[src/rtl/spike_event_encoder.sv]
// Converts a spike vector into a stream of {timestep, neuron_id} event words,
// lowest neuron first, honouring backpressure from the downstream FIFO.
module spike_event_encoder #(
    parameter int unsigned NUM_NEURONS = 64,
    parameter int unsigned TS_WIDTH    = 8,
    parameter int unsigned ID_WIDTH    = $clog2(NUM_NEURONS)
) (
    input  logic                         clk,
    input  logic                         rst,
    input  logic                         spike_valid,
    output logic                         spike_ready,
    input  logic [NUM_NEURONS-1:0]       spike_vec,
    input  logic [TS_WIDTH-1:0]          timestep,
    output logic                         fifo_wr_en,
    output logic [TS_WIDTH+ID_WIDTH-1:0] fifo_wr_data,
    input  logic                         fifo_full,
    output logic                         busy,
    output logic                         frame_done,
    output logic [ID_WIDTH:0]            frame_event_count,
    output logic [31:0]                  total_event_count
);

    localparam int unsigned CNT_W   = ID_WIDTH + 1;
    localparam int unsigned TOTAL_W = 32;

    typedef enum logic [1:0] {
        IDLE = 2'd0,
        SCAN = 2'd1,
        DONE = 2'd2
    } state_t;

    state_t                 state;
    logic [NUM_NEURONS-1:0] pending;
    logic [NUM_NEURONS-1:0] pending_clr;
    logic [TS_WIDTH-1:0]    ts_q;
    logic [ID_WIDTH-1:0]    idx;
    logic [CNT_W-1:0]       frame_cnt;

    // Priority encoder: descending scan so the lowest set bit wins.
    always_comb begin
        idx = '0;
        for (int i = NUM_NEURONS - 1; i >= 0; i--) begin
            if (pending[i]) begin
                idx = ID_WIDTH'(i);
            end
        end
    end

    // Clearing the lowest set bit is the same bit idx points at.
    assign pending_clr  = pending & (pending - NUM_NEURONS'(1));
    assign fifo_wr_en   = (state == SCAN) && (pending != '0) && !fifo_full && !rst;
    assign fifo_wr_data = {ts_q, idx};

    always_ff @(posedge clk) begin
        if (rst) begin
            state             <= IDLE;
            pending           <= '0;
            ts_q              <= '0;
            frame_cnt         <= '0;
            frame_event_count <= '0;
            total_event_count <= '0;
            spike_ready       <= 1'b1;
            busy              <= 1'b0;
            frame_done        <= 1'b0;
        end else begin
            frame_done <= 1'b0;
            if (fifo_wr_en && (total_event_count != '1)) begin
                total_event_count <= total_event_count + TOTAL_W'(1);
            end
            case (state)
                IDLE: begin
                    if (spike_valid) begin
                        pending     <= spike_vec;
                        ts_q        <= timestep;
                        frame_cnt   <= '0;
                        spike_ready <= 1'b0;
                        busy        <= 1'b1;
                        if (spike_vec != '0) begin
                            state <= SCAN;
                        end else begin
                            state      <= DONE;
                            frame_done <= 1'b1;
                        end
                    end
                end
                SCAN: begin
                    // A full FIFO suppresses fifo_wr_en, which freezes everything here.
                    if (fifo_wr_en) begin
                        pending   <= pending_clr;
                        frame_cnt <= frame_cnt + CNT_W'(1);
                        if (pending_clr == '0) begin
                            state      <= DONE;
                            frame_done <= 1'b1;
                        end
                    end
                end
                DONE: begin
                    frame_event_count <= frame_cnt;
                    state             <= IDLE;
                    spike_ready       <= 1'b1;
                    busy              <= 1'b0;
                end
                default: begin
                    state       <= IDLE;
                    spike_ready <= 1'b1;
                    busy        <= 1'b0;
                end
            endcase
        end
    end

endmodule

[config.mk]
export PLATFORM = sky130hd
export DESIGN_NAME = spike_event_encoder
export DESIGN_NICKNAME = d
export VERILOG_FILES = /design/src/rtl/spike_event_encoder.sv
export SDC_FILE = /design/constraint.sdc
export NUM_CORES = 1
export LEC_CHECK = 0
export ABC_CLOCK_PERIOD_IN_PS = 4690
export CAP_MARGIN = 40
export CORE_MARGIN = 1
export CORE_UTILIZATION = 35
export DETAILED_ROUTE_END_ITERATION = 8
export SLEW_MARGIN = 15
export SYNTH_ARGS = -nofsm -noshare
export SYNTH_HDL_FRONTEND = slang
export SYNTH_SLANG_ARGS = --single-unit
export TNS_END_PERCENT = 50
[constraint.sdc]
create_clock -name clk -period 4.69 [get_ports clk]
set_input_delay 1.1725 -clock clk [delete_from_list [all_inputs] [get_ports clk]]
set_output_delay 1.1725 -clock clk [all_outputs]
set_load 0.01 [all_outputs]
==> results.ini <==
[logic_synthesis]
netlist_area_sq_um=6870
synth_nets=976
synthCells=898
ys_types=69
ys_seq_area_frac=0.358
synth_ff_type=dfxtp_1
avgSynthCellArea_sq_um=7.65
synth_edf_count=0
yosys_warnings=0
async_reset_ff_frac=0
yosys_register_bits=123

[timing]
worst_slew_margin_rel=0.427
period_share=0.923
tightest_slew_ns=0.851
clock.fmax_mhz=231
holdWs_ns=0.450
slew_violations=0
setup_ws_ns=0.362
finalSetupViolations=0
fin_setup_tns_ns=0
rsz0062_at_grt=false
clock_skew_ns=0.00983
fin_crit_ns=4.33
finalHoldViolCount=0

[placement]
placed_area_sq_um=8360
dp_hpwl_um=16800
portBuffers=132
place.gp.congestion=0.924
place_ws_ns=0.606

[floorplanning]
coreArea_sq_um=19000
start_util=0.362
row_count=50
dieArea_sq_um=20200
die_w_um=142
ios=133
die_h_um=142

[drt]
drt_iter0_drc=749
ant_nets=0
first_pass_iters=7
routed-via-count=7212
post-route-drc-count=0
viasPerCell=5.66
routed_wl_um=23300
wl_per_cell_um=18.3

[grt]
grt_pass1_wl_um=36900
grt.busiest_layer=met2
grt_antenna_before_repair=0
use_met1=0.324
track_usage=0.236
globalRouteMet2Util=0.362
grt_pass1_vias=6585
grt_start_max_net_pins=82
grt.overflow.total=0
gr-usage-met3=0.0458

[setup_path]
endpoint_kind=primary output
cp-endpoint=fifo_wr_en
regToRegSetupSlack_ns=0.98
critPathLaunch=pending[16]
required_ns=3.52
cp_max_fo=11
r2r-end=frame_cnt[2]
critical_path_class=reg2out
regToRegStartpoint=pending[16]
cp.arrival_ns=3.16
cp-start-kind=flip-flop
r2r_cells=9

[run_status]
outcome=complete, no violations

[clocking]
clock_sinks=123
h-tree-depth=4
clk_pin_slew_ns=0.06
cts_tree=built
postCtsSetupBuffers=0
clock_tree.buffer_depth=2
cts_resized=0
clockRootBuffer=clkbuf_16
clk_latency_ns=0.42
holdBufCountCts=0
cts_buffers=17

[power_and_ir_drop]
clkPwrFrac=0.413
powerDensity_nw_per_um2=335
combPwrFrac=0.196
sw_frac_of_total=0.311
vdd_drop_max_v=0.000226
internal_power_uw=2070
power_switching_uw=932
leakage_uw=0.00311
seqPwrFrac=0.391

[min_path]
hp-class=reg2reg

[layout]
final_area_sq_um=8950
finalNetCount=1080
syn_to_final_growth_pct=30.3
fin_util=0.472
drive_above_1_share=0.0709
antenna_cells=0

[job]
drv_cap=0

## metal layers
layer | routed length (um) | vias up
met4 | 541 | 0
met1 | 10800 | 3390
met5 | 0 | -
met2 | 10500 | 247
li1 | - | 3540
met3 | 1450 | 35
## cells in the mapped netlist, types with 3 or more instances
master	count	share of area
o22ai_1	3	0.0027
nand4_1	23	0.021
or2_2	3	0.0027
dfxtp_1	123	0.36
xnor2_1	13	0.017
a211oi_1	7	0.0076
mux2i_1	24	0.035
buf_2	14	0.010
a21oi_1	53	0.039
a22oi_1	14	0.015
a221oi_1	16	0.020
inv_1	24	0.013
o221ai_1	3	0.0038
and3_1	4	0.0036
a211o_1	5	0.0064
xor2_1	15	0.019
a31oi_1	5	0.0046
nor2_1	122	0.067
and4_1	9	0.011
o31ai_1	7	0.0076
nor4_1	48	0.044
nand2_1	97	0.053
clkbuf_1	46	0.025
o21bai_1	4	0.0044
nor3_1	43	0.031
o41ai_1	3	0.0038
a311oi_1	7	0.0089
and2_1	5	0.0046
o21ai_0	53	0.039
nor4_2	6	0.011
or3_1	15	0.014
nand3_1	22	0.016
or4_1	10	0.011
maj3_1	3	0.0044
## worst max-delay path: stages, from the launching register on
cell and delay (ns):
dfxtp_1 0.42, or4_4 0.62, nor4_4 0.45, nand4_1 0.39
o21ai_2 0.33, inv_2 0.06, clkdlybuf4s50_1 0.48
## power groups by stage
stage | Sequential, uW | Clock [uW] | Combinational [uW]
floorplan | 1150 | 0 | 376
global placement | 1190 | 0 | 578
detailed placement | 1190 | 0 | 577
CTS | 1170 | 1270 | 580
global route | 1180 | 1310 | 638
finish | 1170 | 1240 | 588
## worst min-delay path by stage
| stage | from | cells past startpoint | to |
|---|---|---|---|
| after CTS | ts_q[5] | 2 | ts_q[5] |
| after global placement | ts_q[0] | 2 | ts_q[0] |
| final | ts_q[1] | 2 | ts_q[1] |
| after detailed placement | ts_q[1] | 2 | ts_q[1] |
| after floorplan | frame_cnt[1] | 2 | frame_cnt[1] |
| after global routing | ts_q[5] | 2 | ts_q[5] |
## kinds of logic (layout without fill, tap and decap cells)
family                     count (synthesis)  in the layout  synth area share
AOI/OAI and AO/OA                        208            208             0.200
xor gates and xnor gates                  28             28            0.0357
adders and majority gates                  5              5           0.00801
buffers and inverters                     89            206            0.0534
DFF                                      123            123             0.358
muxes                                     24             24            0.0350
and+or+nand+nor                          421            421             0.310
## metrics by stage
step | total power [uW] | std cells
floorplan | 1520 | 898
global placement | 1770 | 1241
detailed placement | 1770 | 1241
CTS | 3020 | 1273
global route | 3130 | 1275
finish | 3000 | 1275
## layout make-up
type | instances | area (sq um)
fill | 1918 | 10000
clock buffer | 19 | 453
inverter | 25 | 93.8
sequential | 123 | 2460
multi-input combinational | 686 | 4050
tap | 260 | 325
timing repair buffer | 149 | 1460
clock inverter | 13 | 108
## flip-flops by register name, indices dropped and copies added, names as in the netlist
signal	count
busy	1
frame_cnt	7
frame_done	1
frame_event_count	7
pending	64
spike_ready	1
state	2
total_event_count	32
ts_q	8
## cell usage in the layout, fill, tap and decap left out, drive strengths merged, types with 3 or more instances in the layout
| master | Yosys | layout |
|---|---|---|
| and4 | 9 | 9 |
| xor2 | 15 | 15 |
| a21oi | 53 | 53 |
| a211o | 5 | 5 |
| nand2 | 97 | 97 |
| clkbuf | 46 | 20 |
| nor4 | 56 | 56 |
| clkinvlp | 0 | 5 |
| o221ai | 3 | 3 |
| a221oi | 17 | 17 |
| buf | 18 | 17 |
| and3 | 4 | 4 |
| or3 | 15 | 15 |
| maj3 | 3 | 3 |
| nor3 | 43 | 43 |
| clkdlybuf4s50 | 0 | 131 |
| o21ai | 55 | 55 |
| a31oi | 5 | 5 |
| o21bai | 4 | 4 |
| and2 | 5 | 5 |
| a311oi | 7 | 7 |
| or4 | 12 | 12 |
| a22oi | 14 | 14 |
| o41ai | 3 | 3 |
| inv | 25 | 30 |
| o31ai | 7 | 7 |
| a211oi | 7 | 7 |
| xnor2 | 13 | 13 |
| nand3 | 22 | 22 |
| o22ai | 3 | 3 |
| or2 | 3 | 3 |
| nand4 | 23 | 23 |
| clkinv | 0 | 3 |
| mux2i | 24 | 24 |
| dfxtp | 123 | 123 |
| nor2 | 123 | 123 |
(Power assumes the default switching activity.)
